[config.mk]
export PLATFORM = sky130hd
export DESIGN_NAME = bitbang_cfg_rx
export DESIGN_NICKNAME = d
export VERILOG_FILES = /design/src/rtl/bitbang_pkg.sv /design/src/rtl/bitbang_sync.sv /design/src/rtl/bitbang_cfg_rx.sv
export SDC_FILE = /design/constraint.sdc
export NUM_CORES = 1
export LEC_CHECK = 0
export BUFFER_PORTS_ARGS = -buffer_cell sky130_fd_sc_hd__buf_4
export CAP_MARGIN = 10
export CORE_MARGIN = 2
export CORE_UTILIZATION = 30
export DETAILED_ROUTE_END_ITERATION = 12
export GPL_TIMING_DRIVEN = 0
export SETUP_SLACK_MARGIN = 0.2
export SLEW_MARGIN = 30
export SYNTH_ARGS = -nofsm -noshare
export SYNTH_HDL_FRONTEND = slang
export SYNTH_SLANG_ARGS = --single-unit
[constraint.sdc]
create_clock -name CLK -period 3 [get_ports CLK]
set_input_delay 0 -clock CLK [delete_from_list [all_inputs] [get_ports CLK]]
set_output_delay 0 -clock CLK [all_outputs]
set_load 0.02 [all_outputs]
[src/rtl/bitbang_pkg.sv]
// Shared widths and defaults for the bit-banged configuration receiver.
package bitbang_pkg;

  localparam int WORD_W = 32;
  localparam int CNT_W  = 16;

  localparam logic [WORD_W-1:0] DEFAULT_CTRL_WORD = 32'h0000FAB1;

  typedef logic [WORD_W-1:0] word_t;
  typedef logic [CNT_W-1:0]  count_t;

endpackage

[src/rtl/bitbang_sync.sv]
// N-stage pin synchronizer; with EDGE_EN it also flags rising/falling edges
// of the synchronized level using one extra history flop.
module bitbang_sync #(
  parameter int STAGES  = 2,
  parameter bit EDGE_EN = 1'b1
) (
  input  logic clk_i,
  input  logic rst_i,
  input  logic async_i,
  output logic level_o,
  output logic rise_o,
  output logic fall_o
);

  logic [STAGES-1:0] sync_q;

  // NOTE: non-blocking assignments make every stage take the previous stage's
  // old value, so the chain really is STAGES flops deep.
  always_ff @(posedge clk_i or posedge rst_i) begin
    if (rst_i) begin
      sync_q <= '0;
    end else begin
      sync_q <= {sync_q[STAGES-2:0], async_i};
    end
  end

  assign level_o = sync_q[STAGES-1];

  generate
    if (EDGE_EN) begin : g_edge
      logic prev_q;

      always_ff @(posedge clk_i or posedge rst_i) begin
        if (rst_i) begin
          prev_q <= 1'b0;
        end else begin
          prev_q <= level_o;
        end
      end

      assign rise_o = ~prev_q &  level_o;
      assign fall_o =  prev_q & ~level_o;
    end else begin : g_level
      assign rise_o = 1'b0;
      assign fall_o = 1'b0;
    end
  endgenerate

endmodule

[src/rtl/bitbang_cfg_rx.sv]
// Two-wire bit-banged configuration receiver: data bits on s_clk rise, control
// bits on fall, word committed when the control window matches CTRL_WORD.
// Optional idle flush is built when BITBANG_TIMEOUT_EN is defined.
module bitbang_cfg_rx
  import bitbang_pkg::*;
#(
  parameter logic [WORD_W-1:0] CTRL_WORD      = DEFAULT_CTRL_WORD,
  parameter int                SYNC_STAGES    = 2,
  parameter int                TIMEOUT_CYCLES = 1024
) (
  input  logic              CLK,
  input  logic              reset,
  input  logic              s_clk,
  input  logic              s_data,
  output logic [WORD_W-1:0] data_o,
  output logic              data_valid_o,
  output logic              active_o,
  output logic [CNT_W-1:0]  word_count_o
);

  logic sclk_rise, sclk_fall, sdata_s;
  logic unused_sclk_level, unused_sdata_rise, unused_sdata_fall;
  logic any_edge;

  // Equal depth on both pins keeps data aligned with the clock edge it belongs to.
  bitbang_sync #(.STAGES(SYNC_STAGES), .EDGE_EN(1'b1)) u_sync_clk (
    .clk_i   (CLK),
    .rst_i   (reset),
    .async_i (s_clk),
    .level_o (unused_sclk_level),
    .rise_o  (sclk_rise),
    .fall_o  (sclk_fall)
  );

  bitbang_sync #(.STAGES(SYNC_STAGES), .EDGE_EN(1'b0)) u_sync_data (
    .clk_i   (CLK),
    .rst_i   (reset),
    .async_i (s_data),
    .level_o (sdata_s),
    .rise_o  (unused_sdata_rise),
    .fall_o  (unused_sdata_fall)
  );

  assign any_edge = sclk_rise | sclk_fall;

  word_t  data_sr_q, data_sr_d;
  word_t  ctrl_sr_q, ctrl_sr_d;
  word_t  ctrl_nxt;
  word_t  data_q,    data_d;
  logic   valid_q,   valid_d;
  logic   active_q,  active_d;
  count_t count_q,   count_d;
  logic   timeout_hit;

`ifdef BITBANG_TIMEOUT_EN
  localparam int IDLE_W = $clog2(TIMEOUT_CYCLES + 1);
  localparam logic [IDLE_W-1:0] IDLE_MAX = IDLE_W'(TIMEOUT_CYCLES);

  logic [IDLE_W-1:0] idle_q, idle_d;

  always_comb begin
    idle_d = idle_q;
    if (any_edge) begin
      idle_d = '0;
    end else if (idle_q != IDLE_MAX) begin
      idle_d = idle_q + IDLE_W'(1);
    end
  end

  always_ff @(posedge CLK or posedge reset) begin
    if (reset) begin
      idle_q <= '0;
    end else begin
      idle_q <= idle_d;
    end
  end

  // Stays asserted while saturated; an arriving edge always wins.
  assign timeout_hit = (idle_q == IDLE_MAX) && !any_edge;
`else
  logic unused_timeout;
  assign unused_timeout = (TIMEOUT_CYCLES == 0);
  assign timeout_hit    = 1'b0;
`endif

  assign ctrl_nxt = {ctrl_sr_q[WORD_W-2:0], sdata_s};

  // NOTE: every _d is given its hold value before any condition so no path
  // through this block can infer a latch.
  always_comb begin
    data_sr_d = data_sr_q;
    ctrl_sr_d = ctrl_sr_q;
    data_d    = data_q;
    valid_d   = 1'b0;
    active_d  = active_q;
    count_d   = count_q;

    if (sclk_rise) begin
      data_sr_d = {data_sr_q[WORD_W-2:0], sdata_s};
    end

    if (sclk_fall) begin
      if (ctrl_nxt == CTRL_WORD) begin
        data_d    = data_sr_q;
        valid_d   = 1'b1;
        ctrl_sr_d = '0;
        count_d   = count_q + CNT_W'(1);
      end else begin
        ctrl_sr_d = ctrl_nxt;
      end
    end

    if (any_edge) begin
      active_d = 1'b1;
    end

    if (timeout_hit) begin
      data_sr_d = '0;
      ctrl_sr_d = '0;
      active_d  = 1'b0;
    end
  end

  always_ff @(posedge CLK or posedge reset) begin
    if (reset) begin
      data_sr_q <= '0;
      ctrl_sr_q <= '0;
      data_q    <= '0;
      valid_q   <= 1'b0;
      active_q  <= 1'b0;
      count_q   <= '0;
    end else begin
      data_sr_q <= data_sr_d;
      ctrl_sr_q <= ctrl_sr_d;
      data_q    <= data_d;
      valid_q   <= valid_d;
      active_q  <= active_d;
      count_q   <= count_d;
    end
  end

  assign data_o       = data_q;
  assign data_valid_o = valid_q;
  assign active_o     = active_q;
  assign word_count_o = count_q;

endmodule

==> results.py <==
metrics = {
    "clocking": {
        "cts_buffer_depth": 2,
        "clkLatencyLatePin_ns": 0.41,
        "cts-root-buf": "clkbuf_16",
        "cts_tree": "done",
        "clk_pin_slew_worst_paths_ns": 0.05,
        "htreeDepth": 4,
        "numCtsBuffers": 17,
        "clock_sinks": 118,
    },
    "setup_path": {
        "path_cells": "nor4_1 > nand4_1 > nor4_4 > nand2_2 > buf_6 > mux2_4",
        "critPathMaxStageDelay_ns": 0.48,
        "cp_max_fo": 10,
        "cp.required_ns": 3.28,
        "path_class": "reg -> reg",
        "critPathLaunchType": "flop",
        "arrival_ns": 2.67,
        "crit_slowest_cell": "nor4_4",
        "worstSetupEndpointType": "flop",
    },
    "floorplanning": {
        "dieArea_um2": 16300,
        "dieWidth_um": 127.7,
        "start_util": 0.3041,
        "pin_count": 54,
        "die_h_um": 127.7,
        "rows": 45,
        "core_area_um2": 15090,
    },
    "yosys": {
        "yosysWarnings": 0,
        "synthTopCellsByArea": "dfrtp_1 (64%), mux2_2 (14%), mux2_1 (4.4%)",
        "synth_cells": 294,
        "synth_compound_area_frac": 0.01908,
        "ys_ff_latch": 118,
        "synth_area_um2": 4589,
        "synth_cell_type_count": 29,
        "muxShareOfSynthArea": 0.2192,
        "ys_seq_area_frac": 0.6434,
        "synthAdderAreaFrac": 0.008179,
        "synth_xor_area_frac": 0.02863,
        "synth_top_family_by_area": "multiplexers",
        "netlist.area_leader.share": 0.6434,
        "syn_area_per_cell_um2": 15.61,
        "yosys.area_share.simple": 0.05916,
        "yosys.area.top_type": "dfrtp_1",
        "synth_nets": 301,
    },
    "finish": {
        "drive_gt1_frac": 0.4182,
        "nets": 380,
        "regArea_um2": 2953,
        "area_delta_synth_final_pct": 29.69,
        "multi_input_area_um2": 1534,
        "antenna_cells": 0,
        "filler_cell_count": 1412,
        "final_cells": 573,
    },
    "place": {
        "port_buffers": 53,
        "dp.cells": 539,
        "hpwlAfterDp_um": 5570,
        "place.gp.congestion": 0.7584,
    },
    "pwr": {
        "seqPwrFrac": 0.450,
        "ir_drop_mv": 0.4030,
        "swShare": 0.2127,
        "switching_power_w": 0.0008856,
        "p_leak_nw": 2.977,
        "p_clk_frac": 0.487,
        "comb_power_share": 0.063,
        "power_density_nw_per_um2": 699.6,
        "internal_power_w": 0.003278,
    },
    "run_status": {
        "status": "finished clean",
    },
    "run": {
        "maxCapViolCount": 0,
    },
    "routing": {
        "dr.pass1.iters": 4,
        "post_drt_via_cell_ratio": 4.625,
        "dr_total_vias": 2650,
        "drtIter0Drc": 108,
        "wl_um": 8256,
        "wl_per_cell_um": 14.41,
        "postRouteAntennaNets": 0,
        "drc_errors": 0,
    },
    "grt": {
        "grt_pass1_wl_um": 13720,
        "grt_max_degree": 30,
        "grt_pass1_vias": 2672,
        "antenna_found_initial": 0,
        "grt.overflow.total": 0,
        "globalRouteTotalUtil": 0.1099,
    },
    "timing": {
        "hold_viol": 0,
        "final-setup-viol-count": 0,
        "worst_slew_pin_slew_ns": 0.6603,
        "maxSlewHeadroom": 0.5582,
        "tns_ns": 0,
        "fin_crit_sh": 0.7965,
        "rsz0062_at_grt": "false",
        "drv_slew": 0,
        "fmax_mhz": 418.5,
        "min_period_ns": 2.389,
        "skew_ns": 0.01944,
    },
    "hold_path": {
        "min_path_type": "in -> async",
    },
}
[repair_timing]
action / CTS / global route
hold endpoints to repair: 42 / 0
hold buffers: 3 / 0
endpoints found under the setup margin: 0 / 0
resized for setup: 0 / 0
buffers inserted: 0 / 0
[cell usage after synthesis]
master,number
and3_1,4
nor4b_2,1
nand2_1,2
dfrtp_1,118
or4_1,1
a22o_1,10
clkbuf_1,7
xor2_1,2
buf_1,3
nand4_1,14
xnor2_1,13
nand2_2,1
mux2_2,58
nand2b_1,1
nand3_1,3
nor2b_1,1
and4_1,1
buf_6,3
mux2_4,10
mux2_1,18
nor3_1,3
ha_1,3
nor4_1,4
and2_0,1
buf_2,1
nor4_4,1
inv_1,7
nand4bb_1,1
nor2_1,2
[per-stage QoR]
stage / worst slack, ns / cell area (µm²) / utilization / hold slack, ns / total power, W
3_5_place_dp: 0.6103 / 5321 / 0.3527 / 0.05605 / 0.002162
5_1_grt: 0.4605 / 5952 / 0.3944 / 0.2158 / 0.004358
4_1_cts: 0.6086 / 5952 / 0.3944 / 0.1710 / 0.004233
2_1_floorplan: 1.036 / 4593 / - / 0.03143 / 0.002068
3_3_place_gp: 0.6056 / 5226 / 0.3464 / 0.1145 / 0.002130
6_report: 0.6105 / 5952 / 0.3944 / 0.1772 / 0.004164
[flip-flops by register name (all words and copies together) (netlist names)]
signal,count
data_o,32
data_sr_q,32
ctrl_sr_q,31
word_count_o,16
u_sync_clk.sync_q,2
u_sync_data.sync_q,2
active_o,1
data_valid_o,1
u_sync_clk.g_edge.prev_q,1
[worst paths after layout]
kind,from,to,slack (ns),cells after the start
max,ctrl_sr_q[24]$_DFFE_PP0N_,data_o[3]$_DFFE_PP0P_,0.61,6
max reg2reg,ctrl_sr_q[24]$_DFFE_PP0N_,data_o[3]$_DFFE_PP0P_,0.61,6
max in group asynchronous,reset,data_sr_q[25]$_DFFE_PP0P_,1.74,7
min,reset,word_count_o[5]$_DFFE_PP0P_,0.18,3
min reg2reg,u_sync_data.sync_q[0]$_DFF_PP0_,u_sync_data.sync_q[1]$_DFF_PP0_,0.35,0
min in group CLK,s_clk,u_sync_clk.sync_q[0]$_DFF_PP0_,0.24,2
[critical path, delay by kind of cell (launching register included)]
kind / cells / cell delay [ns]
AND/OR/NAND/NOR: 4 / 1.32
multiplexers: 1 / 0.30
flip-flops: 1 / 0.38
buffers and inverters: 1 / 0.26
[cells in the final DEF (no fill, tap or decap)]
master,n
clkbuf_1,10
clkbuf_16,17
nand2_1,2
clkinvlp_4,4
xor2_1,2
inv_1,6
nand2b_1,1
nand3_1,3
and4_1,1
and2_0,1
buf_2,1
buf_16,2
nand2_2,1
nor2b_1,1
dfrtp_1,118
dlygate4sd3_1,3
clkinv_2,2
ha_1,3
buf_4,53
nor4_1,4
bufinv_16,3
a22o_1,10
mux2_4,10
mux2_1,18
and3_1,4
nand4_1,14
buf_6,3
nor2_1,2
buf_1,3
nand4bb_1,1
buf_12,2
mux2_2,58
clkbuf_8,3
nor4_4,1
nor3_1,3
or4_1,1
nor4b_2,1
xnor2_1,13
[power groups by stage]
stage / combinational (W) / clock [W] / sequential [W]
floorplan: 0.000210 / 0 / 0.00186
global placement: 0.000237 / 0 / 0.00189
detailed placement: 0.000263 / 0 / 0.00190
CTS: 0.000269 / 0.00209 / 0.00188
global route: 0.000292 / 0.00216 / 0.00190
finish: 0.000262 / 0.00203 / 0.00187
[cell families (layout without fill, tap and decap cells)]
kind of cell,count (synthesis),after routing
DFF,118,118
muxes,86,86
and+or+nand+nor,41,41
buffers and inverters,21,112
xor gates and xnor gates,15,15
AOI/OAI and AO/OA,10,10
adders and majority gates,3,3
[area by class of cell]
type | count | area share
clock buffer | 23 | 0.08030
tap | 188 | 0.03952
timing repair buffer | 60 | 0.08787
inverter | 7 | 0.005045
clock inverter | 8 | 0.02060
buffer | 14 | 0.01282
multi-input combinational | 155 | 0.2577
sequential | 118 | 0.4961
[layer usage]
metal | vias to the layer above | wire length, µm | GRT usage
li1 | 1221 | - | -
met1 | 1362 | 3883 | 0.1425
met2 | 59 | 3945 | 0.1645
met3 | 8 | 330 | 0.03631
met4 | 0 | 97 | 0.05624
met5 | - | 0 | 0
Power figures use the tool's default switching activity.
